`src/rtl/stopwatch_ctrl.sv`:
```
// stopwatch_ctrl -- start/stop/lap/clear sequencer and cascaded timebase
//
// Takes a one-cycle divider tick and two edge-detected button pulses. It runs
// the IDLE/RUN/LAP/STOP state machine and drives a centisecond/second/minute
// counter chain. The lap snapshot freezes the display while counting goes on
// underneath.
//
// Ports:
//   clk       system clock, all state on rising edge
//   reset     asynchronous, active-low; clears all state while low
//   tick      one-cycle count strobe (100 Hz nominal)
//   btn_ss    one-cycle start/stop pulse
//   btn_lr    one-cycle lap/reset pulse
//   cs        displayed centiseconds (0..CS_MAX-1)
//   sec       displayed seconds      (0..SEC_MAX-1)
//   min       displayed minutes      (0..MIN_MAX-1)
//   running   high in RUN or LAP
//   lap_hold  high in LAP (display shows the snapshot)
//   overflow  sticky, set when the minute field wraps
module stopwatch_ctrl #(
  parameter int CS_MAX  = 100,
  parameter int SEC_MAX = 60,
  parameter int MIN_MAX = 60
) (
  input  logic       clk,
  input  logic       reset,
  input  logic       tick,
  input  logic       btn_ss,
  input  logic       btn_lr,
  output logic [6:0] cs,
  output logic [5:0] sec,
  output logic [5:0] min,
  output logic       running,
  output logic       lap_hold,
  output logic       overflow
);

  typedef enum logic [1:0] {IDLE, RUN, LAP, STOP} state_t;

  state_t     state, state_nxt;
  logic [6:0] cs_q, cs_snap;
  logic [5:0] sec_q, sec_snap;
  logic [5:0] min_q, min_snap;
  logic       ovf_q;

  logic count_en, cs_wrap, sec_wrap, min_wrap;
  logic snap_en, clear;

  // btn_ss is tested first in every state, so it wins over btn_lr.
  always_comb begin
    state_nxt = state;
    snap_en   = 1'b0;
    clear     = 1'b0;
    case (state)
      IDLE: begin
        if (btn_ss) state_nxt = RUN;
      end
      RUN, LAP: begin
        if (btn_ss) begin
          state_nxt = STOP;
        end else if (btn_lr) begin
          state_nxt = LAP;
          snap_en   = 1'b1;
        end
      end
      STOP: begin
        if (btn_ss) begin
          state_nxt = RUN;
        end else if (btn_lr) begin
          state_nxt = IDLE;
          clear     = 1'b1;
        end
      end
      default: state_nxt = IDLE;
    endcase
  end

  always_ff @(posedge clk or negedge reset) begin
    if (!reset) state <= IDLE;
    else        state <= state_nxt;
  end

  // Enable is taken from the registered state, so a stop pulse that arrives
  // with a tick still counts it, and a start pulse that arrives with a tick
  // does not.
  assign count_en = ((state == RUN) || (state == LAP)) && tick;
  assign cs_wrap  = (cs_q  == 7'(CS_MAX - 1));
  assign sec_wrap = (sec_q == 6'(SEC_MAX - 1));
  assign min_wrap = (min_q == 6'(MIN_MAX - 1));

  // The whole carry chain resolves combinationally and updates on one edge.
  always_ff @(posedge clk or negedge reset) begin
    if (!reset) begin
      cs_q  <= '0;
      sec_q <= '0;
      min_q <= '0;
      ovf_q <= 1'b0;
    end else if (clear) begin
      cs_q  <= '0;
      sec_q <= '0;
      min_q <= '0;
      ovf_q <= 1'b0;
    end else if (count_en) begin
      cs_q <= cs_wrap ? '0 : cs_q + 7'd1;
      if (cs_wrap) begin
        sec_q <= sec_wrap ? '0 : sec_q + 6'd1;
        if (sec_wrap) begin
          min_q <= min_wrap ? '0 : min_q + 6'd1;
          if (min_wrap) ovf_q <= 1'b1;
        end
      end
    end
  end

  // The snapshot takes the pre-edge live value, so a coincident tick is not
  // included in it.
  always_ff @(posedge clk or negedge reset) begin
    if (!reset) begin
      cs_snap  <= '0;
      sec_snap <= '0;
      min_snap <= '0;
    end else if (clear) begin
      cs_snap  <= '0;
      sec_snap <= '0;
      min_snap <= '0;
    end else if (snap_en) begin
      cs_snap  <= cs_q;
      sec_snap <= sec_q;
      min_snap <= min_q;
    end
  end

  assign running  = (state == RUN) || (state == LAP);
  assign lap_hold = (state == LAP);
  assign overflow = ovf_q;
  assign cs       = lap_hold ? cs_snap  : cs_q;
  assign sec      = lap_hold ? sec_snap : sec_q;
  assign min      = lap_hold ? min_snap : min_q;

endmodule

```
`config.mk`:
```
export PLATFORM = sky130hd
export DESIGN_NAME = stopwatch_ctrl
export DESIGN_NICKNAME = d
export VERILOG_FILES = /design/src/rtl/stopwatch_ctrl.sv
export SDC_FILE = /design/constraint.sdc
export NUM_CORES = 1
export LEC_CHECK = 0
export BUFFER_PORTS_ARGS = -buffer_cell sky130_fd_sc_hd__buf_2
export CAP_MARGIN = 30
export CORE_MARGIN = 4
export CORE_UTILIZATION = 52
export CTS_BUF_LIST = sky130_fd_sc_hd__clkbuf_16
export DETAILED_ROUTE_END_ITERATION = 12
export GPL_ROUTABILITY_DRIVEN = 0
export PLACE_DENSITY = 0.75
export RECOVER_POWER = 100
export SLEW_MARGIN = 20
export SYNTH_ARGS = -nofsm -noshare
export SYNTH_HDL_FRONTEND = slang
export SYNTH_SLANG_ARGS = --single-unit
```
`constraint.sdc`:
```
create_clock -name clk -period 2 [get_ports clk]
set_input_delay 0.4 -clock clk [delete_from_list [all_inputs] [get_ports clk]]
set_output_delay 0.4 -clock clk [all_outputs]
set_load 0.05 [all_outputs]
```
# Word level (Yosys, flattened, before mapping)
# Index checks and enable logic that the tools add are counted.
# totals
ff_bits,41
ramBits,0
wordCells,69
mem_bits_ro,0
latchBits,0
mem_count,0
# op_classes
div,0
n_shift,0
bitwise_logic,0
n_mul,0
magnitude_cmp,0
n_addsub,3
n_reduce_logical,13
muxes,36
eq_ne,9
# op_table
operator,n
6-bit two-way mux,15
7-bit two-way mux,6
"6-bit by 1-bit adder with 6-bit output, second input constant",2
"6-bit equality test, second input constant",2
2-bit two-way mux,5
2-bit nonzero test,5
1-bit two-way mux,9
"7-bit by 1-bit adder with 7-bit output, second input constant",1
"7-bit equality test, second input constant",1
"3-bit inequality test, second input constant",2
2-bit one-hot mux with 3 select lines,1
3-bit AND reduction,2
"2-bit equality test, second input constant",2
4-bit AND reduction,1
"2-bit by 1-bit equality test with 1-bit output, second input constant",1
2-bit zero test,1
"2-bit inequality test, second input constant",1
2-bit AND reduction,1
2-bit OR reduction,1
1-bit logical AND,1
1-bit logical OR,1

# Logic depth before layout (Yosys ltp)
# Gate-level depths: netlist of the first run.
# depth
word_depth,6
depth_mapped,8

# Worst setup path before layout of the first run
# OpenSTA, ideal clock, no wires.
# synth_timing
path_kind,register to output
from,register state[0]
to,output cs[2]
arrival_ps,2262
stages_incl_launch_ff,5
required_ps,1600
path_buffers,1
setup_slack_ps,-662
cell_sequence,dfrtp_1 inv_1 ha_1 clkbuf_1 o21ai_0
# synth_between
elab_chain_len,2
# synth_lines
element,line_no,rtl
start: declaration,40,"state_t state, state_nxt;"
start signal: assignment,80,else state <= state_nxt;
2-bit equality test,134,assign lap_hold = (state == LAP);
named net lap_hold,34,"output logic lap_hold,"
7-bit two-way mux,136,assign cs = lap_hold ? cs_snap : cs_q;
end: declaration,30,"output logic [6:0] cs,"
# The timed path passes the listed nets, and every way through them passes these cells.

# Worst setup path in the final report of the first run
# layout_timing
from,register state[0]
to,output sec[5]
# layout_between
elab_chain_len,2
# layout_lines
element,line_no,rtl
2-bit equality test,134,
6-bit two-way mux,137,assign sec = lap_hold ? sec_snap : sec_q;
end: declaration,31,"output logic [5:0] sec,"
# Every way passes these cells.

==> results.py, run 1 <==
metrics = {
    "status": {
        "status": "finished with violations",
        "failed_checks": "setup timing",
    },
    "yosys": {
        "synth_area_per_cell_sq_um": 9.84,
        "synth_nets": 253,
        "synthTopCellsByCount": "nand2_1, dfrtp_1, mux2_2, nand3b_1, nor2_1",
        "synth_edf_count": 0,
        "yosys.area.top_type": "dfrtp_1",
        "syn_inst": 240,
        "dominantRegCellSynth": "dfrtp_1",
        "yosysMostFrequentCell": "nand2_1",
        "async_flop_share": 1.00,
        "synthTopCellsByArea": "dfrtp_1, mux2_2, nand2_1",
        "ys_seq_area_frac": 0.435,
        "netlist_area_sq_mm": 0.00236,
        "ys_ff_latch": 41,
        "ys_warn_count": 0,
        "synth_top_area_frac": 0.435,
        "ys_types": 43,
    },
    "global_routing": {
        "grt_pass1_vias": 1925,
        "grt_pass1_wl_um": 9380,
        "grt_overflow_total": 0,
        "grt_max_degree": 42,
        "antenna_found_initial": 0,
        "grt_usage": 0.218,
    },
    "final_layout": {
        "drive_above_1_share": 0.338,
        "syn2layout_area_growth_pct": 28.8,
        "antenna_cells": 0,
        "stdcell_area_sq_mm": 0.00304,
        "layout.nets": 300,
    },
    "setup_path": {
        "cp_max_fo": 12,
        "endpoint_kind": "output pin",
        "worst_r2r_path_depth": 7,
        "critPathKind": "reg2out",
        "arrival_ns": 1.64,
        "start_kind": "flip-flop",
        "reg2reg_from": "state[0]$_DFFE_PN0P_",
        "r2r_slack_ns": 0.13,
        "cp.required_ns": 1.60,
        "r2r_end": "min_q[4]$_DFFE_PN0P_",
    },
    "clocking": {
        "htree_levels": 2,
        "cts_tree": "yes",
        "cts-root-buf": "clkbuf_16",
        "cts_buffers": 5,
        "clk_latency_ns": 0.28,
        "path_clk_slew_ns": 0.06,
        "clock_sinks": 41,
        "clockBufferDepth": 2,
    },
    "detailed_routing": {
        "routed_wl_um": 5640,
        "drcViolationCount": 0,
        "vias": 1936,
        "wl_per_cell_um": 16.6,
        "vias_per_cell": 5.71,
        "first_pass_iters": 4,
        "dr.first_iter.drc_count": 92,
        "ant_nets": 0,
    },
    "timing": {
        "hold_viol": 0,
        "grt_setup_unrepaired": "true",
        "setup_viol": 16,
        "finalCriticalPeriod_ns": 2.04,
        "fin_skew_ns": 0.00331,
        "relSlewSlack": 0.316,
        "period_share": 1.02,
        "fmaxAchievable_ghz": 0.489,
        "setup_ws_ns": -0.0441,
        "maxSlewViolCount": 0,
        "worstMarginPinSlew_ns": 1.03,
    },
    "job": {
        "drv_cap": 0,
    },
    "power": {
        "powerDensity_mw_per_mm2": 1590,
        "design_power_total_w": 0.00484,
        "power.leakage_nw": 1.44,
        "peakVddDrop_mv": 1.34,
    },
    "placement": {
        "dp_hpwl_um": 3620,
        "placed_area_sq_mm": 0.00268,
        "numPortBuffers": 26,
    },
    "floorplan": {
        "start_util": 0.539,
        "die_h_um": 75.4,
        "fp.coreArea_sq_mm": 0.00438,
        "die-area_sq_mm": 0.00568,
        "ioPinCount": 27,
        "fp.dieW_um": 75.4,
        "rows": 24,
    },
    "min_path": {
        "hp-class": "in2async",
    },
}
-- per-layer routing --
metal	share of wire	track usage	vias to the layer above
met2	0.48	0.348	46
met5	0	0	-
met4	0.017	0.0835	0
li1	-	-	959
met1	0.47	0.291	925
met3	0.038	0.0475	6
-- area by class of cell --
class,count,area (sq um)
repair buffers,54,462
clock inverters,2,35.0
clock buffers,5,125
flip-flops and latches,41,1030
well taps,52,65.1
inverters,6,22.5
multi-input cells,179,1300
fillers,343,1340
-- flip-flops by register name, indices dropped and copies added, names as in the netlist --
name and flops:
cs_q 7, cs_snap 7, min_q 6, min_snap 6, overflow 1, sec_q 6, sec_snap 6, state 2
-- cells in the final DEF (no fill, tap or decap), drive strengths merged --
cell type | netlist | final
nand3b | 17 | 17
and2 | 2 | 2
inv | 6 | 6
a221oi | 1 | 1
o211ai | 1 | 1
a221o | 2 | 2
and4 | 2 | 2
and3 | 1 | 1
buf | 5 | 51
a211oi | 3 | 3
xnor2 | 5 | 5
a21boi | 1 | 1
nand4 | 5 | 5
mux2 | 17 | 17
nor2b | 2 | 2
dfrtp | 41 | 41
mux2i | 3 | 3
a32o | 3 | 3
ha | 8 | 8
a41oi | 2 | 2
o21ba | 1 | 1
a211o | 1 | 1
o21a | 2 | 2
or4 | 4 | 4
o31ai | 9 | 9
nor4b | 1 | 1
o22ai | 1 | 1
clkinv | 0 | 1
clkbuf | 9 | 8
and4b | 1 | 1
a21oi | 9 | 9
bufinv | 0 | 1
nand3 | 8 | 8
nand2 | 47 | 47
nor2 | 10 | 10
nor3 | 1 | 1
and3b | 1 | 1
o21ai | 8 | 8
-- stage by stage --
step                worst slack, ns  instances  TNS, ns   util  hold slack [ns]
floorplan                    0.0151        240        0      -            0.104
global placement             0.0397        324        0  0.611            0.443
detailed placement          -0.0233        324  -0.0346  0.611            0.450
CTS                         -0.0533        336   -0.629  0.687            0.201
global route                -0.0985        339    -1.41  0.693            0.393
finish                      -0.0441        339   -0.461  0.693            0.374
-- worst max path at each step --
stage	startpoint	to	slack (ns)	depth (start not counted)
5_1_grt	state[0]$_DFFE_PN0P_	sec[2]	-0.1	5
4_1_cts	state[0]$_DFFE_PN0P_	min[4]	-0.05	5
3_5_place_dp	state[0]$_DFFE_PN0P_	min_q[4]$_DFFE_PN0P_	-0.02	7
3_3_place_gp	state[1]$_DFFE_PN0P_	min_q[3]$_DFFE_PN0P_	0.04	7
6_report	state[0]$_DFFE_PN0P_	sec[5]	-0.04	5
2_1_floorplan	state[1]$_DFFE_PN0P_	sec_q[4]$_DFFE_PN0P_	0.02	7
-- worst max-delay path, stage by stage (launching register included) --
cell	delay (ns)
dfrtp_1	0.41
inv_2	0.12
ha_4	0.17
buf_12	0.15
mux2_2	0.36
buf_6	0.16
-- kinds of logic (layout without fill, tap and decap cells) --
family	count (synthesis)	in the layout	synth area share
AO/OA/AOI/OAI	44	44	0.135
XOR/XNOR	5	5	0.0185
adder cells (fa/ha/maj)	8	8	0.0424
buffers and inverters	20	67	0.0392
flip-flops	41	41	0.435
multiplexers	20	20	0.0938
AND/OR/NAND/NOR	102	102	0.237
-- timing repair --
item / 4_1_cts / 5_1_grt
resized for setup: 35 / 6
pin swaps: 0 / 2
setup endpoints to repair: 23 / 33
hold buffers: 0 / 0
endpoints found under the hold margin: 0 / 0
buffers inserted: 5 / 3
cloned: 0 / 0
-- power breakdown --
part	internal [W]	switching, W
logic	0.00108	0.00164
clock network	0.000579	0.000306
registers	0.00106	0.000177
Note: power is estimated with default switching activity, not from simulation.
==> inputs of run 2 (changes only) <==
==> constraint.sdc (replaced) <==
create_clock -name clk -period 2 [get_ports clk]
set_input_delay 0 -clock clk [delete_from_list [all_inputs] [get_ports clk]]
set_output_delay 0 -clock clk [all_outputs]
set_load 0.05 [all_outputs]
==> run 2 against run 1 <==
The flow now finishes without violations. Final cell count down 2.1%. Routed wire length down 5.4%. Power down 12%. Count of clock-buffer cells in the layout unchanged. Critical endpoint is now min[4]. Largest cell class unchanged.
==> results.py, run 2 (same netlist as run 1, synthesis figures left out) <==
metrics = {
    "final_layout": {
        "layout.nets": 292,
        "largest_registers": "cs_q: 7 flops, cs_snap: 7 flops",
        "mostFrequentLayoutCell": "nand2_1",
        "syn2layout_area_growth_pct": 17.4,
        "antenna_cells": 0,
        "stdcell_area_sq_mm": 0.00277,
        "fillers": 367,
        "final_cell_mix": "nand2_1, dfrtp_1, clkbuf_2, mux2_2, nand3b_1",
        "drive_above_1_share": 0.268,
    },
    "timing": {
        "hold_viol": 0,
        "setup_ws_ns": 0.0682,
        "whs_ns": 0.173,
        "grt_setup_unrepaired": "false",
        "fmaxAchievable_ghz": 0.518,
        "fin_skew_ns": 0.00547,
        "setup_viol": 0,
        "worstMarginPinSlew_ns": 0.828,
        "relSlewSlack": 0.448,
        "finalCriticalPeriod_ns": 1.93,
        "maxSlewViolCount": 0,
        "period_share": 0.966,
    },
    "power": {
        "p_seq_frac": 0.291,
        "clkPwrFrac": 0.185,
        "switching_share": 0.471,
        "p_comb_frac": 0.524,
        "powerDensity_mw_per_mm2": 1530,
        "power.leakage_nw": 1.33,
        "peakVddDrop_mv": 0.673,
        "p_int_w": 0.00225,
        "p_sw_w": 0.00200,
    },
    "global_routing": {
        "grt_pass1_wl_um": 8830,
        "grt_overflow_total": 0,
        "grt_max_degree": 42,
        "antenna_found_initial": 0,
        "grt_pass1_vias": 1798,
        "grt_usage": 0.203,
    },
    "detailed_routing": {
        "vias_per_cell": 5.92,
        "ant_nets": 0,
        "drcViolationCount": 0,
        "wl_per_cell_um": 16.1,
        "first_pass_iters": 4,
        "dr.first_iter.drc_count": 188,
        "vias": 1964,
        "routed_wl_um": 5330,
    },
    "clocking": {
        "cts_buffers": 5,
        "htree_levels": 2,
        "cts-root-buf": "clkbuf_16",
        "clock_sinks": 41,
        "path_clk_slew_ns": 0.06,
        "cts_tree": "yes",
        "clk_latency_ns": 0.28,
        "clockBufferDepth": 2,
    },
    "setup_path": {
        "endpoint_kind": "output pin",
        "critPathKind": "reg2out",
        "cp_max_fo": 23,
        "cp.required_ns": 2.00,
        "arrival_ns": 1.93,
        "start_kind": "flip-flop",
    },
    "placement": {
        "dp_hpwl_um": 3630,
        "dp_slack_ns": 0.0218,
        "placed_area_sq_mm": 0.00261,
        "numPortBuffers": 26,
    },
    "floorplan": {
        "die_h_um": 75.4,
        "die-area_sq_mm": 0.00568,
        "start_util": 0.539,
        "ioPinCount": 27,
        "fp.coreArea_sq_mm": 0.00438,
        "fp.dieW_um": 75.4,
        "rows": 24,
    },
    "min_path": {
        "hp-class": "in2async",
    },
    "job": {
        "drv_cap": 0,
    },
    "status": {
        "status": "completed",
    },
}
-- run 2: area by class of cell --
| cell class | count | area (sq um) | area share |
|---|---|---|---|
| multi-input cells | 179 | 1250 | 0.451 |
| flip-flops and latches | 41 | 1030 | 0.370 |
| repair buffers | 46 | 267 | 0.0961 |
| clock buffers | 5 | 125 | 0.0451 |
| well taps | 52 | 65.1 | 0.0235 |
| inverters | 6 | 22.5 | 0.00812 |
| clock inverters | 3 | 17.5 | 0.00632 |
-- run 2: repair_timing --
| action | 4_1_cts | 5_1_grt |
|---|---|---|
| setup endpoints to repair | 0 | 9 |
| setup buffers | 0 | 1 |
| resized for setup | 0 | 4 |
| hold endpoints to repair | 42 | 0 |
| hold buffers | 2 | 0 |
-- run 2: through the flow --
step,setup TNS (ns),total power (W),cells,utilization
4_1_cts,0,0.00428,330,0.632
5_1_grt,0,0.00454,332,0.632
2_1_floorplan,-1.84,0.00291,240,-
3_3_place_gp,0,0.00344,320,0.595
6_report,0,0.00426,332,0.632
3_5_place_dp,0,0.00349,320,0.595
-- run 2: layer usage --
layer / wire, um / vias up / GRT usage / part of all wire
li1: - / 947 / - / -
met3: 289 / 7 / 0.0356 / 0.054
met5: 0 / - / 0 / 0
met2: 2560 / 59 / 0.336 / 0.48
met4: 61 / 0 / 0.0583 / 0.011
met1: 2430 / 951 / 0.275 / 0.45
-- run 2: path summary, 6_finish.rpt --
check / to / cells after the start / slack [ns] / start
min reg2reg: sec_snap[1]$_DFFE_PN0P_ / 2 / 0.46 / sec_snap[1]$_DFFE_PN0P_
min in group clk: cs_q[1]$_DFFE_PN0P_ / 5 / 0.22 / tick
max in group asynchronous: cs_q[1]$_DFFE_PN0P_ / 3 / 0.66 / reset
min: min_snap[0]$_DFFE_PN0P_ / 2 / 0.17 / reset
max reg2reg: sec_q[0]$_DFFE_PN0P_ / 5 / 0.12 / state[0]$_DFFE_PN0P_
max: min[4] / 5 / 0.07 / state[0]$_DFFE_PN0P_
-- run 2: critical path, stage by stage (launching register included) --
cell and delay, ns:
dfrtp_1 0.41, inv_1 0.13, ha_1 0.16, clkbuf_4 0.31, mux2_2 0.38, clkbuf_2 0.24
-- run 2: power groups by stage --
stage                     clock (W)  combinational, W  sequential [W]
final                      0.000786           0.00223         0.00124
after detailed placement          0           0.00224         0.00125
after global routing       0.000847           0.00243         0.00126
after CTS                  0.000798           0.00224         0.00124
after floorplan                   0           0.00167         0.00124
after global placement            0           0.00220         0.00124
==> inputs of run 3 (changes only) <==
--- a/config.mk
+++ b/config.mk
@@ -5,14 +5,15 @@
 export SDC_FILE = /design/constraint.sdc
 export NUM_CORES = 1
 export LEC_CHECK = 0
+export ABC_AREA = 1
 export BUFFER_PORTS_ARGS = -buffer_cell sky130_fd_sc_hd__buf_2
 export CAP_MARGIN = 30
 export CORE_MARGIN = 4
-export CORE_UTILIZATION = 52
+export CORE_UTILIZATION = 53
 export CTS_BUF_LIST = sky130_fd_sc_hd__clkbuf_16
 export DETAILED_ROUTE_END_ITERATION = 12
 export GPL_ROUTABILITY_DRIVEN = 0
-export PLACE_DENSITY = 0.75
+export PLACE_DENSITY = 0.76
 export RECOVER_POWER = 100
 export SLEW_MARGIN = 20
 export SYNTH_ARGS = -nofsm -noshare
==> run 3 against run 2 <==
Count of clock-buffer cells in the layout unchanged. First-iteration DRC count decreased by 39%. Design area down 0.72%. Largest cell class unchanged. Die area rose by 0.27%. Combinational power increased by 14%. Core utilization fell by 0.46 points. Critical endpoint is now min_q[3]$_DFFE_PN0P_. Synthesized area rose by 2.2%. Setup slack gained 0.16 ns. Worst hold slack worse by 0.092 ns. Sequential power is 10% higher. Non-clock buffer count decreased by 12.
==> results.py, run 3 <==
metrics = {
    "setup_path": {
        "path_cells": "inv_1, ha_1, nand2_1, nand2_2, inv_2, a21oi_4, nand2_2, nand2_1, nand2_1",
        "worst_r2r_path_depth": 9,
        "start_kind": "flip-flop",
        "crit_family": "simple AND/OR/NAND/NOR gates",
        "cpMaxStageDelayCell": "dfrtp_1",
        "critPathBufInv": 2,
        "cp_max_fo": 13,
        "critPathKind": "reg2reg",
        "endpoint_kind": "flip-flop",
        "crit_top_cell": "nand2_1",
        "worst-path-stages": 9,
        "cp.required_ns": 2.18,
        "arrival_ns": 1.95,
        "slowest_delay_ns": 0.41,
    },
    "timing": {
        "relSlewSlack": 0.497,
        "hold_viol": 0,
        "maxSlewViolCount": 0,
        "worstMarginPinSlew_ns": 0.755,
        "finalCriticalPeriod_ns": 1.78,
        "fin_skew_ns": 0.00785,
        "fmaxAchievable_ghz": 0.563,
        "setup_ws_ns": 0.223,
        "whs_ns": 0.0805,
        "period_share": 0.888,
        "grt_setup_unrepaired": "false",
        "setup_viol": 0,
    },
    "detailed_routing": {
        "wl_per_cell_um": 13.1,
        "routed_wl_um": 5300,
        "first_pass_iters": 4,
        "dr.first_iter.drc_count": 114,
        "vias": 2150,
        "drcViolationCount": 0,
        "ant_nets": 0,
        "vias_per_cell": 5.32,
    },
    "global_routing": {
        "grt_max_degree": 42,
        "grt_overflow_total": 0,
        "grt_usage": 0.212,
        "grt_pass1_wl_um": 9250,
        "gr-usage-met3": 0.0449,
        "antenna_found_initial": 0,
        "grt_pass1_vias": 2100,
        "grt_use_met1": 0.271,
        "met2_usage": 0.340,
        "busiest_layer": "met2",
    },
    "power": {
        "switching_share": 0.525,
        "p_int_w": 0.00223,
        "p_sw_w": 0.00246,
        "p_comb_frac": 0.543,
        "clkPwrFrac": 0.166,
        "power.leakage_nw": 1.37,
        "p_seq_frac": 0.291,
        "powerDensity_mw_per_mm2": 1710,
        "peakVddDrop_mv": 1.11,
    },
    "yosys": {
        "ys_ff_latch": 41,
        "yosysMostFrequentCell": "nand2_1",
        "netlist_area_sq_mm": 0.00241,
        "ys_types": 31,
        "async_flop_share": 1.00,
        "synthTopCellsByCount": "nand2_1, dfrtp_1, nor2_1, inv_1, o21ai_0",
        "synth_area_per_cell_sq_um": 7.45,
        "synth_top_area_frac": 0.425,
        "ys_seq_area_frac": 0.425,
        "syn_inst": 324,
        "synth_edf_count": 0,
        "dominantRegCellSynth": "dfrtp_1",
        "synthTopCellsByArea": "dfrtp_1, nand2_1, o21ai_0",
        "ys_warn_count": 0,
        "synth_nets": 337,
        "yosys.area.top_type": "dfrtp_1",
    },
    "floorplan": {
        "ioPinCount": 27,
        "fp.coreArea_sq_mm": 0.00438,
        "die-area_sq_mm": 0.00570,
        "start_util": 0.551,
        "die_h_um": 75.5,
        "fp.dieW_um": 75.5,
        "rows": 24,
    },
    "job": {
        "drv_cap": 0,
    },
    "final_layout": {
        "stdcell_area_sq_mm": 0.00275,
        "antenna_cells": 0,
        "drive_above_1_share": 0.193,
        "final_cell_mix": "nand2_1, dfrtp_1, nor2_1, inv_1, a21oi_1",
        "fin_cells": 404,
        "layout.nets": 364,
        "mostFrequentLayoutCell": "nand2_1",
        "largest_registers": "cs_q: 7 flops, cs_snap: 7 flops",
        "post-route-util": 0.628,
        "syn2layout_area_growth_pct": 14.0,
    },
    "status": {
        "status": "completed",
    },
    "clocking": {
        "htree_levels": 2,
        "path_clk_slew_ns": 0.06,
        "cts_buffers": 5,
        "cts_setup_buffers": 0,
        "cts_resized": 0,
        "clockBufferDepth": 2,
        "cts_tree": "yes",
        "cts-root-buf": "clkbuf_16",
        "clock_sinks": 41,
        "clk_latency_ns": 0.29,
    },
    "placement": {
        "numPortBuffers": 26,
        "dp_slack_ns": 0.232,
        "dp_cells": 394,
        "placed_area_sq_mm": 0.00262,
        "dp_hpwl_um": 3760,
    },
    "min_path": {
        "whs_path_depth": 3,
        "hp-class": "in2reg",
    },
}
run 3: cell families (layout without fill, tap and decap cells):
kind of cell,after synthesis,in the layout,synth area share
buf+inv,49,77,0.0886
fa+ha+maj,8,8,0.0415
simple gates,162,162,0.300
flops,41,41,0.425
compound gates,64,64,0.145
run 3: final timing paths:
| kind | startpoint | endpoint | slack [ns] |
|---|---|---|---|
| max in group asynchronous | reset | min_q[1]$_DFFE_PN0P_ | 0.54 |
| min in group asynchronous | reset | cs_snap[3]$_DFFE_PN0P_ | 0.27 |
| min | btn_ss | state[0]$_DFFE_PN0P_ | 0.08 |
| max reg2reg | state[1]$_DFFE_PN0P_ | min_q[3]$_DFFE_PN0P_ | 0.22 |
| min reg2reg | overflow$_DFFE_PN0P_ | overflow$_DFFE_PN0P_ | 0.51 |
| max | state[1]$_DFFE_PN0P_ | min_q[3]$_DFFE_PN0P_ | 0.22 |
run 3: routing by layer:
layer | wire [um] | part of all wire
met1 | 2410 | 0.45
met2 | 2560 | 0.48
met3 | 192 | 0.036
met4 | 133 | 0.025
met5 | 0 | 0
run 3: per-stage QoR:
step | total power (W) | TNS [ns]
6_report | 0.00469 | 0
5_1_grt | 0.00504 | 0
4_1_cts | 0.00477 | 0
3_5_place_dp | 0.00397 | 0
3_3_place_gp | 0.00390 | 0
2_1_floorplan | 0.00346 | -0.350
run 3: area by class of cell:
cell class	count	area, sq um
inverter	35	131
clock inverter	3	13.8
clock buffer	5	125
multi-input combinational	234	1210
fill	412	1630
tap	52	65.1
sequential	41	1030
timing repair buffer	34	183
run 3: power groups by stage:
stage,sequential [W],clock (W),combinational [W]
final,0.00137,0.000778,0.00255
after global routing,0.00141,0.000826,0.00280
after CTS,0.00136,0.000796,0.00261
after detailed placement,0.00138,0,0.00259
after global placement,0.00136,0,0.00254
after floorplan,0.00132,0,0.00215
run 3: timing repair:
item,CTS,global route
endpoints found under the setup margin,0,0
hold buffers,1,0
endpoints found under the hold margin,41,0
run 3: worst reg2reg max path, cell delays in order, from the launching register on:
cell,delay [ns]
dfrtp_1,0.41
inv_1,0.09
ha_1,0.32
nand2_1,0.07
nand2_2,0.21
inv_2,0.09
a21oi_4,0.21
nand2_2,0.14
nand2_1,0.09
nand2_1,0.05
